[src/rtl/clock_pkg.sv]
// Shared constants, BCD pair type and binary-to-BCD helper for the time-of-day counter.
package clock_pkg;

    localparam int unsigned SEC_MAX_DEF  = 59;
    localparam int unsigned MIN_MAX_DEF  = 59;
    localparam int unsigned HOUR_MAX_DEF = 23;

    // [7:4] tens digit, [3:0] ones digit
    typedef logic [7:0] bcd_pair_t;

    // Valid for inputs 0..59; tens digit never exceeds 5.
    function automatic bcd_pair_t bin_to_bcd(input logic [5:0] bin);
        logic [5:0] tens;
        logic [5:0] ones;
        tens = bin / 6'd10;
        ones = bin - (tens * 6'd10);
        return {tens[3:0], ones[3:0]};
    endfunction

endpackage

[src/rtl/bcd_pair_counter.sv]
// Two-digit BCD counter with parallel load and a wrap flag for carry chaining.
module bcd_pair_counter
    import clock_pkg::*;
#(
    parameter int unsigned MAX = 59
) (
    input  logic      clk,
    input  logic      rst,
    input  logic      inc,
    input  logic      load,
    input  bcd_pair_t ld_val,
    output bcd_pair_t val,
    output logic      wrap
);

    localparam bcd_pair_t MAX_BCD = bin_to_bcd(6'(MAX));

    bcd_pair_t r_val;
    bcd_pair_t w_next;

    always_comb begin
        w_next = r_val;
        if (load) begin
            w_next = ld_val;
        end else if (inc) begin
            // field wrap is decided on the whole pair, digit carry on the ones
            if (r_val == MAX_BCD) begin
                w_next = '0;
            end else if (r_val[3:0] == 4'd9) begin
                w_next = {r_val[7:4] + 4'd1, 4'd0};
            end else begin
                w_next = {r_val[7:4], r_val[3:0] + 4'd1};
            end
        end
    end

    always_ff @(posedge clk or posedge rst) begin
        if (rst) begin
            r_val <= '0;
        end else begin
            r_val <= w_next;
        end
    end

    assign val  = r_val;
    assign wrap = inc && (r_val == MAX_BCD);

endmodule

[src/rtl/time_of_day_counter.sv]
// 24-hour BCD time-of-day counter driven by a 1 Hz tick, with load, minute/hour adjust and day rollover.
module time_of_day_counter
    import clock_pkg::*;
#(
    parameter int unsigned HOUR_MAX = HOUR_MAX_DEF,
    parameter int unsigned SEC_MAX  = SEC_MAX_DEF,
    parameter int unsigned MIN_MAX  = MIN_MAX_DEF
) (
    input  logic       clk,
    input  logic       rst,
    input  logic       tick,
    input  logic       run,
    input  logic       load,
    input  logic [4:0] ld_hh,
    input  logic [5:0] ld_mm,
    input  logic [5:0] ld_ss,
    input  logic       inc_min,
    input  logic       inc_hr,
    output logic [7:0] hh_bcd,
    output logic [7:0] mm_bcd,
    output logic [7:0] ss_bcd,
    output logic       day_roll,
    output logic       load_err
);

    logic r_pend_min;
    logic r_pend_hr;
    logic r_day_roll;
    logic r_load_err;

    logic w_load_ok;
    logic w_load_acc;
    logic w_tick_en;
    logic w_count;
    logic w_blocked;
    logic w_adj_min;
    logic w_adj_hr;
    logic w_sec_inc;
    logic w_min_inc;
    logic w_hr_inc;
    logic w_sec_wrap;
    logic w_min_wrap;
    logic w_hr_wrap;

    bcd_pair_t w_hh;
    bcd_pair_t w_mm;
    bcd_pair_t w_ss;

    assign w_load_ok  = ({27'd0, ld_hh} <= HOUR_MAX) &&
                        ({26'd0, ld_mm} <= MIN_MAX)  &&
                        ({26'd0, ld_ss} <= SEC_MAX);
    assign w_load_acc = load && w_load_ok;
    assign w_tick_en  = run && tick;
    assign w_count    = w_tick_en && !load;

    // Any load (accepted or not) or counting tick defers adjusts to a later idle cycle.
    assign w_blocked  = load || w_tick_en;
    assign w_adj_min  = !w_blocked && (inc_min || r_pend_min);
    assign w_adj_hr   = !w_blocked && (inc_hr  || r_pend_hr);

    assign w_sec_inc  = w_count;
    assign w_min_inc  = (w_count && w_sec_wrap) || w_adj_min;
    assign w_hr_inc   = (w_count && w_min_wrap) || w_adj_hr;

    bcd_pair_counter #(.MAX(SEC_MAX)) u_sec (
        .clk    (clk),
        .rst    (rst),
        .inc    (w_sec_inc),
        .load   (w_load_acc),
        .ld_val (bin_to_bcd(ld_ss)),
        .val    (w_ss),
        .wrap   (w_sec_wrap)
    );

    bcd_pair_counter #(.MAX(MIN_MAX)) u_min (
        .clk    (clk),
        .rst    (rst),
        .inc    (w_min_inc),
        .load   (w_load_acc),
        .ld_val (bin_to_bcd(ld_mm)),
        .val    (w_mm),
        .wrap   (w_min_wrap)
    );

    bcd_pair_counter #(.MAX(HOUR_MAX)) u_hr (
        .clk    (clk),
        .rst    (rst),
        .inc    (w_hr_inc),
        .load   (w_load_acc),
        .ld_val (bin_to_bcd({1'b0, ld_hh})),
        .val    (w_hh),
        .wrap   (w_hr_wrap)
    );

    always_ff @(posedge clk or posedge rst) begin
        if (rst) begin
            r_pend_min <= 1'b0;
            r_pend_hr  <= 1'b0;
            r_day_roll <= 1'b0;
            r_load_err <= 1'b0;
        end else begin
            if (w_blocked) begin
                r_pend_min <= r_pend_min || inc_min;
                r_pend_hr  <= r_pend_hr  || inc_hr;
            end else begin
                r_pend_min <= 1'b0;
                r_pend_hr  <= 1'b0;
            end
            r_day_roll <= w_count && w_hr_wrap;
            r_load_err <= load && !w_load_ok;
        end
    end

    assign hh_bcd   = w_hh;
    assign mm_bcd   = w_mm;
    assign ss_bcd   = w_ss;
    assign day_roll = r_day_roll;
    assign load_err = r_load_err;

endmodule
[config.mk]
export PLATFORM = sky130hd
export DESIGN_NAME = time_of_day_counter
export DESIGN_NICKNAME = d
export VERILOG_FILES = /design/src/rtl/clock_pkg.sv /design/src/rtl/bcd_pair_counter.sv /design/src/rtl/time_of_day_counter.sv
export SDC_FILE = /design/constraint.sdc
export NUM_CORES = 1
export LEC_CHECK = 0
export ABC_AREA = 0
export CORE_ASPECT_RATIO = 1.4
export CORE_UTILIZATION = 40
export CTS_CLUSTER_DIAMETER = 40
export DETAILED_ROUTE_END_ITERATION = 16
export GPL_TIMING_DRIVEN = 0
export PLACE_DENSITY = 0.66
export SLEW_MARGIN = 25
export SYNTH_ARGS = -nofsm -noshare
export SYNTH_HDL_FRONTEND = slang
export SYNTH_SLANG_ARGS = --single-unit
export TNS_END_PERCENT = 1
[constraint.sdc]
create_clock -name clk -period 2.5 [get_ports clk]
set_input_delay 0.375 -clock clk [delete_from_list [all_inputs] [get_ports clk]]
set_output_delay 0.375 -clock clk [all_outputs]
set_load 0.01 [all_outputs]
### Word level (Yosys, flattened, before mapping)

Cells that the tools add are included.

* $add $sub $neg: 9
* multiply operators: 3
* div/mod/pow operators: 3
* magnitude comparators: 3
* eq/ne operators: 6
* muxes and demuxes: 14
* reductions and logical operators: 31

Operators by type and width (count)
* 8-bit 2-to-1 mux: 12
* 4-bit by 1-bit adder with 4-bit output (second input constant): 6
* 6-bit by 3-bit multiplier with 3-bit output (second input constant): 3
* 8-bit by 7-bit equality test with 1-bit output (second input constant): 2
* 1-bit logical AND: 14
* 6-bit by 4-bit divider with 6-bit output (second input constant): 2
* 4-bit equality test (second input constant): 3
* 6-bit less-or-equal comparator (second input constant): 2
* 4-bit subtractor: 3
* 3-bit nonzero test: 3
* 8-bit by 6-bit equality test with 1-bit output (second input constant): 1
* 5-bit by 4-bit divider with 6-bit output (second input constant): 1
* 2-bit AND reduction: 3
* 2-bit nonzero test: 3
* 5-bit less-or-equal comparator (second input constant): 1
* 1-bit logical OR: 5
* 1-bit logical NOT: 3
* 1-bit 2-to-1 mux: 2

* bits in registers: 28
* bits of input ports: 24
* output and inout port bits: 26
* word-level logic and storage cells: 79

### Logic depth before layout (Yosys ltp)

Gate-level depths: netlist of the first run.

* word-level depth: 10
* mapped depth: 15
* depth with buffers taken out: 14

### Modules after synthesis

From an unflattened synthesis of the first run, not the netlist that was laid out.

* cell total of the unflattened synthesis: 295
* area, all modules: 2498.6 sq um

By module, submodules not included
* bcd_pair_counter at u_min ...: times used 2, cells each 64, area an instance 583.1 sq um, sequential area each 200.2 sq um
* time_of_day_counter: times used 1, cells each 107, area an instance 759.5 sq um, sequential area each 100.1 sq um
* bcd_pair_counter at u_hr: times used 1, cells each 60, area an instance 573.0 sq um, sequential area each 200.2 sq um

### Worst setup path before layout of the first run

OpenSTA, ideal clock, no wires.

* path kind: input -> register
* from: input ld_ss[4]
* to: register u_sec.r_val[3], in the netlist u_sec.val[3]
* setup time: 0.069 ns
* arrival time: 3.926 ns
* required time: 2.431 ns
* path slack: -1.495 ns
* stages on the path: 15
* path buffers: 1
* cell sequence: clkbuf_1 inv_1 ha_1 nor2b_1 o22ai_1 a222oi_1 ha_1 a2111oi_1 or2_2 ha_1 inv_1 fa_1 xor2_1 or4_1 nand3_1

* cells in the longest elaborated chain, start to end: 4
* elaborated cells between the ends (all ways): 8
* classes of those cells: add/sub: 1; mul: 1; div: 1; order compare: 1; mux: 1; reduce/logical: 3

RTL lines
* start, declared: RTL line time_of_day_counter.sv:16 `input logic [5:0] ld_ss,`
* 6-bit by 4-bit divider with 6-bit output or 6-bit less-or-equal comparator (tied branches): RTL line clock_pkg.sv:15, time_of_day_counter.sv:51
* 6-bit by 3-bit multiplier with 3-bit output or 1-bit logical AND (tied branches): RTL line clock_pkg.sv:16, time_of_day_counter.sv:50
* 4-bit subtractor or 1-bit logical AND (tied branches): RTL line clock_pkg.sv:16, time_of_day_counter.sv:52
* 8-bit 2-to-1 mux or 2-bit nonzero test (tied branches)
* end signal, assigned: RTL line bcd_pair_counter.sv:41 `r_val <= w_next;`
* end, declared: RTL line bcd_pair_counter.sv:18 `bcd_pair_t r_val;`

Parallel ways exist; a longest one is shown, timed or not.
A chain may end at the register's enable or synchronous reset.

### Worst setup path in the final report of the first run

Ends and elaborated chain as after synthesis.

==> results of run 1 <==
==> layout make-up <==
class / count / area share (%)
Multi-Input combinational cell: 210 / 50.7
Sequential cell: 28 / 22.8
Timing Repair Buffer: 56 / 17.2
Inverter: 21 / 2.81
Tap cell: 68 / 2.77
Buffer: 10 / 2.32
Clock buffer: 3 / 1.34
==> flip-flops by register name, indices dropped and copies added, names as in the netlist <==
signal	flops
r_pend_hr	1
day_roll	1
u_min.val	8
u_sec.val	8
r_pend_min	1
load_err	1
u_hr.val	8
==> critical path: stages <==
cell       delay, ns
clkbuf_16       0.13
inv_8           0.03
ha_4            0.23
nor2b_2         0.11
o22ai_1         0.08
a222oi_1        0.33
buf_4           0.19
ha_4            0.20
a2111oi_4       0.31
or2_4           0.19
ha_4            0.12
inv_1           0.05
fa_2            0.33
xor2_1          0.17
or4_1           0.40
nand3_1         0.08
==> cell usage in the layout, fill, tap and decap left out, types with 5 or more instances in the layout <==
cell,Yosys,routed
nand3_1,11,11
dfrtp_1,28,28
nand2b_1,9,9
a21oi_1,14,13
and3b_1,5,5
inv_1,21,19
ha_1,19,16
nor2_1,22,21
nand2_1,20,20
clkdlybuf4s50_1,0,39
or3_1,6,6
o21ai_0,24,20
buf_4,0,9
==> power breakdown <==
group          internal (mW)  leakage (nW)  switching [mW]  total, mW
Combinational          0.468         0.969           0.406      0.874
Clock                  0.109        0.0216           0.147      0.256
Sequential             0.552         0.347           0.146      0.698
==> Yosys cell counts, drive strengths merged, types with 5 or more instances <==
cell type,instances
ha,19
and3b,5
dfrtp,28
o21ai,25
nand2,20
nand3b,5
nor2b,5
inv,21
clkbuf,5
nor2,22
nand2b,9
or3,6
buf,5
nand3,11
a21oi,14
==> logic make-up (layout without fill, tap and decap cells) <==
| kind of cell | after synthesis | count (layout) | share of synthesized area (%) |
|---|---|---|---|
| and+or+nand+nor | 107 | 107 | 26.7 |
| AOI/OAI and AO/OA | 75 | 75 | 21.7 |
| buffers and inverters | 31 | 90 | 5.38 |
| DFF | 28 | 28 | 30.7 |
| adders and majority gates | 22 | 22 | 13.1 |
| xor gates and xnor gates | 4 | 4 | 1.54 |
| muxes | 2 | 2 | 0.878 |
==> routing by layer <==
metal	track usage, %	vias to the layer above	part of all wire, %
li1	-	1090	-
met1	23.2	1050	40
met2	37.3	40	56
met3	1.38	6	2.5
met4	6.52	0	1.3
met5	0	-	0
==> metrics by stage <==
step                      worst slack (ns)  hold WS (ns)
after floorplan                     -0.998         0.440
after detailed placement             -1.69         0.466
after CTS                           -0.646         0.472
after global routing                -0.737         0.443
after global placement               -1.63         0.460
final                               -0.605         0.425
==> worst min path at each step <==
stage                    from      endpoint  slack, ns  depth (start not counted)
floorplan                 rst      day_roll       0.44                          1
global placement    r_pend_hr     r_pend_hr       0.46                          2
CTS                      load      load_err       0.47                          3
finish               ld_mm[5]  u_min.val[6]       0.43                          3
global route         ld_mm[5]  u_min.val[6]       0.44                          3
detailed placement  r_pend_hr     r_pend_hr       0.47                          2
==> repair_timing <==
item	in CTS	in global routing
hold buffers	0	0
setup buffers	5	4
gates resized for setup	18	17
setup endpoints to repair	9	8
pin swaps	5	8
==> results.py, run 1 <==
metrics = {
    "yosys": {
        "yosysTopAreaCell": "dfrtp_1",
        "syn_area_sq_um": 2280,
        "yosysTopAreaCellShare_pct": 30.7,
        "synth_edf_count": 0,
        "syn-instance-count": 269,
        "yosys_register_bits": 28,
        "async_reset_ff_share_pct": 100,
        "synth_area_leaders": "dfrtp_1, ha_1, o21ai_0, nor2_1, inv_1",
        "ys_types": 56,
        "synth_seq_area_share_pct": 30.7,
        "syn_nets": 315,
        "ys.flop_type": "dfrtp_1",
        "synth_warnings": 0,
        "avgSynthCellArea_sq_um": 8.47,
    },
    "global_route": {
        "grt-ovfl-total": 0,
        "grt_max_degree": 29,
        "grt_first_pass_wirelength_um": 9430,
        "antenna_found_initial": 0,
        "grt_use_total_pct": 20.0,
        "grt_pass1_vias": 2076,
    },
    "setup_path": {
        "timing.rr.start": "u_sec.val[1]",
        "crit_fanout": 9,
        "worstPathArrival_ns": 3.33,
        "crit_type": "in -> reg",
        "crit_path_end_kind": "register",
        "r2r_end": "u_hr.val[7]",
        "crit_end": "u_sec.val[3]",
        "crit_path_start": "ld_ss[4]",
        "r2r_slack_ns": 0.27,
        "worst_setup_path_start_kind": "primary input",
        "r2r_cells": 8,
        "crit_required_ns": 2.72,
    },
    "power": {
        "p_total_mw": 1.83,
        "power_density_nw_per_um2": 595,
        "ir_drop_v": 0.000315,
        "leakagePower_nw": 1.34,
    },
    "clock_network": {
        "cts_buffers": 3,
        "root_buffer": "clkbuf_8",
        "clkTransAtPathRegs_ns": 0.10,
        "cts_num_sinks": 28,
        "cts_max_path_buffers": 2,
        "clock_latency_ns": 0.28,
        "cts_tree": "built",
        "cts_htree_levels": 1,
    },
    "run": {
        "max_cap_viol_count": 0,
    },
    "place": {
        "place.port_buffers": 47,
        "place_area_sq_um": 2880,
        "dp.cells": 384,
        "dp_hpwl_um": 4230,
        "gp_congestion": 0.753,
    },
    "sta": {
        "fmax_mhz": 322,
        "fin_crit_ns": 3.11,
        "rsz0062_at_grt": "yes",
        "finalSetupViolCount": 3,
        "timing.final.ws_setup_ns": -0.605,
        "tns_ns": -1.20,
        "finalMaxSlewViolations": 0,
        "worstMarginPinSlew_ns": 0.950,
        "skew_ns": 0.00402,
        "slew-limit-headroom_pct": 35.8,
        "fin_crit_sh_pct": 124,
        "finalHoldViolCount": 0,
    },
    "floorplanning": {
        "fp.dieH_um": 91.3,
        "start_util_pct": 41.6,
        "core_sq_um": 5490,
        "die_area_sq_um": 6010,
        "fp.dieW_um": 65.8,
        "rows": 32,
        "boundaryPins": 50,
    },
    "run_status": {
        "status": "finished, violations left",
        "violations": "negative setup slack",
    },
    "finish": {
        "diodes": 0,
        "stdcell_area_sq_um": 3070,
        "final_util_pct": 56.0,
        "drive_above_1_share_pct": 12.8,
        "syn2layout_area_growth_pct": 34.7,
        "fin_nets": 376,
        "multi_input_area_sq_um": 1560,
        "fill_cells": 532,
        "register_area_sq_um": 701,
        "fin_cells": 396,
    },
    "min_path": {
        "hold_path_class": "in -> reg",
    },
    "drt": {
        "postRouteAntennaNets": 0,
        "wl_um": 5850,
        "wl_per_cell_um": 14.8,
        "drtPass1Iterations": 4,
        "vias_per_cell": 5.52,
        "vias": 2186,
        "first_iter_violations": 124,
        "drcViolationCount": 0,
    },
}
Power figures use the tool's default switching activity.
==> inputs of run 2 (changes only) <==
--- a/config.mk
+++ b/config.mk
@@ -7,13 +7,12 @@
 export LEC_CHECK = 0
 export ABC_AREA = 0
 export CORE_ASPECT_RATIO = 1.4
-export CORE_UTILIZATION = 40
-export CTS_CLUSTER_DIAMETER = 40
+export CORE_UTILIZATION = 50
+export CTS_CLUSTER_DIAMETER = 200
 export DETAILED_ROUTE_END_ITERATION = 16
 export GPL_TIMING_DRIVEN = 0
-export PLACE_DENSITY = 0.66
+export PLACE_DENSITY = 0.79
 export SLEW_MARGIN = 25
 export SYNTH_ARGS = -nofsm -noshare
 export SYNTH_HDL_FRONTEND = slang
 export SYNTH_SLANG_ARGS = --single-unit
-export TNS_END_PERCENT = 1
==> run 2 against run 1 <==
  * The flow still finishes with violations (negative setup slack)
  * Sequential share of layout area down 0.49 points
  * Combinational power is essentially flat
  * Critical endpoint unchanged
  * Worst setup slack improved by 0.010 ns
  * Highest routed layer unchanged
  * Fmax up 0.32%
  * Core utilization up 17 points
  * First-iteration DRC count increased by 2.4%
  * Sequential power about the same
==> results.py, run 2 (synthesized netlist as in run 1, its figures left out) <==
metrics = {
    "run_status": {
        "status": "finished, violations left",
        "violations": "negative setup slack",
    },
    "global_route": {
        "grt_first_pass_wirelength_um": 9490,
        "antenna_found_initial": 0,
        "grt_use_total_pct": 25.2,
        "grt_pass1_vias": 2066,
        "grt_max_degree": 29,
        "grt-ovfl-total": 0,
    },
    "clock_network": {
        "cts_tree": "built",
        "cts_num_sinks": 28,
        "clock_latency_ns": 0.27,
        "root_buffer": "clkbuf_8",
        "cts_max_path_buffers": 2,
        "cts_buffers": 3,
        "clkTransAtPathRegs_ns": 0.11,
        "cts_htree_levels": 1,
        "postCtsHoldBufs": 0,
    },
    "power": {
        "p_sw_share_pct": 36.2,
        "p_switching_mw": 0.701,
        "pwr-share-seq_pct": 36.1,
        "clock_power_share_pct": 18.9,
        "leakagePower_nw": 1.38,
        "ir_drop_v": 0.000387,
        "pwr-share-comb_pct": 45.0,
        "power_density_nw_per_um2": 618,
        "p_total_mw": 1.94,
        "internal_power_mw": 1.24,
    },
    "sta": {
        "fin_crit_ns": 3.10,
        "timing.final.ws_setup_ns": -0.595,
        "fmax_mhz": 323,
        "fin_crit_sh_pct": 124,
        "slew-limit-headroom_pct": 40.2,
        "skew_ns": 0.00405,
        "finalSetupViolCount": 2,
        "rsz0062_at_grt": "yes",
        "worstMarginPinSlew_ns": 0.885,
        "finalHoldViolCount": 0,
        "tns_ns": -0.978,
        "finalMaxSlewViolations": 0,
    },
    "floorplanning": {
        "core_sq_um": 4310,
        "boundaryPins": 50,
        "fp.dieH_um": 81.9,
        "start_util_pct": 52.9,
        "fp.dieW_um": 59.1,
        "die_area_sq_um": 4840,
        "rows": 28,
    },
    "drt": {
        "drtPass1Iterations": 4,
        "wl_um": 5790,
        "first_iter_violations": 127,
        "wl_per_cell_um": 14.6,
        "vias": 2235,
        "drcViolationCount": 0,
        "vias_per_cell": 5.66,
        "postRouteAntennaNets": 0,
    },
    "finish": {
        "diodes": 0,
        "drive_above_1_share_pct": 15.8,
        "stdcell_area_sq_um": 3140,
        "final_cell_mix": "clkdlybuf4s50_1, dfrtp_1, nor2_1",
        "syn2layout_area_growth_pct": 37.7,
        "fin_nets": 382,
        "final_common_cell": "clkdlybuf4s50_1",
        "final_util_pct": 72.8,
    },
    "place": {
        "gp_congestion": 0.837,
        "place.port_buffers": 47,
        "place_area_sq_um": 2900,
        "dp_hpwl_um": 4180,
    },
    "setup_path": {
        "crit_type": "in -> reg",
        "crit_path_end_kind": "register",
        "slowest_stage": "a222oi_1",
        "crit_end": "u_sec.val[3]",
        "crit_required_ns": 2.71,
        "crit_path_start": "ld_ss[4]",
        "crit_fanout": 2,
        "r2r_end": "u_hr.val[7]",
        "worstPathArrival_ns": 3.31,
        "crit_chain": "clkbuf_16 > inv_8 > ha_4 > nor2b_4 > o22ai_2 > a222oi_1 > ha_1 > a2111oi_4 > or2_4 > ha_4 > inv_2 > fa_2 > xor2_1 > or4_1 > nand3_1",
        "r2r_slack_ns": 0.26,
        "max_stage_delay_ns": 0.40,
        "worst_setup_path_start_kind": "primary input",
        "r2r_cells": 8,
        "cpMostUsedCell": "ha_4",
        "timing.rr.start": "u_sec.val[1]",
    },
    "run": {
        "max_cap_viol_count": 0,
    },
    "min_path": {
        "hold_path_class": "in -> reg",
    },
}
[run 2: changes by cell type in the layout (fill, tap and decap cells not counted), sizes merged]
cell / before / now
dlymetal6s2s: 3 / 2
dlygate4sd2: 2 / 1
bufinv: 0 / 1
clkbuf: 10 / 8
buf: 15 / 24
clkdlybuf4s15: 0 / 1
[run 2: repair_timing]
action                     4_1_cts  5_1_grt
cloned                           0        0
setup buffers                   13        2
pin swaps                       11        9
gates resized for setup         29       14
setup endpoints to repair        9        5
[run 2: worst max-delay path, delay by kind of cell]
kind                     cells  cell delay (ns)
AND/OR/NAND/NOR              4             0.78
adder cells (fa/ha/maj)      4             1.01
AO/OA/AOI/OAI                3             0.81
buffers and inverters        3             0.17
XOR/XNOR                     1             0.17
[run 2: stage by stage]
stage / hold slack [ns] / std cells / setup WS (ns)
4_1_cts: 0.417 / 393 / -0.662
5_1_grt: 0.458 / 395 / -0.752
3_5_place_dp: 0.467 / 376 / -1.67
6_report: 0.438 / 395 / -0.595
3_3_place_gp: 0.456 / 376 / -1.62
2_1_floorplan: 0.440 / 269 / -0.978
[run 2: routing by layer]
| metal | routed length (um) | track usage (%) | up-vias |
|---|---|---|---|
| met3 | 109 | 1.42 | 2 |
| met5 | 0 | 0 | - |
| met1 | 2460 | 30.1 | 1085 |
| met4 | 34 | 4.76 | 0 |
| li1 | - | - | 1110 |
| met2 | 3180 | 48.9 | 38 |
[run 2: worst min path at each step]
| stage | startpoint | end | slack (ns) | cells past startpoint |
|---|---|---|---|---|
| detailed placement | r_pend_hr | r_pend_hr | 0.47 | 2 |
| floorplan | rst | day_roll | 0.44 | 1 |
| CTS | ld_mm[5] | u_min.val[6] | 0.42 | 3 |
| finish | ld_mm[5] | u_min.val[6] | 0.44 | 3 |
| global route | ld_mm[5] | u_min.val[6] | 0.46 | 3 |
| global placement | r_pend_hr | r_pend_hr | 0.46 | 2 |
[run 2: final cells by class]
cell class	count	area, sq um
buffer	10	71.3
clock buffer	3	41.3
clock inverter	1	30.0
fill	358	1170
inverter	21	86.3
multi-input combinational	210	1560
sequential	28	701
tap	60	75.1
timing repair buffer	62	574
[run 2: power groups by stage]
stage,logic [mW],clock network (mW),registers (mW)
after floorplan,0.451,0,0.721
after detailed placement,0.827,0,0.709
after global placement,0.809,0,0.702
after CTS,0.856,0.370,0.699
final,0.871,0.367,0.700
after global routing,0.973,0.381,0.721
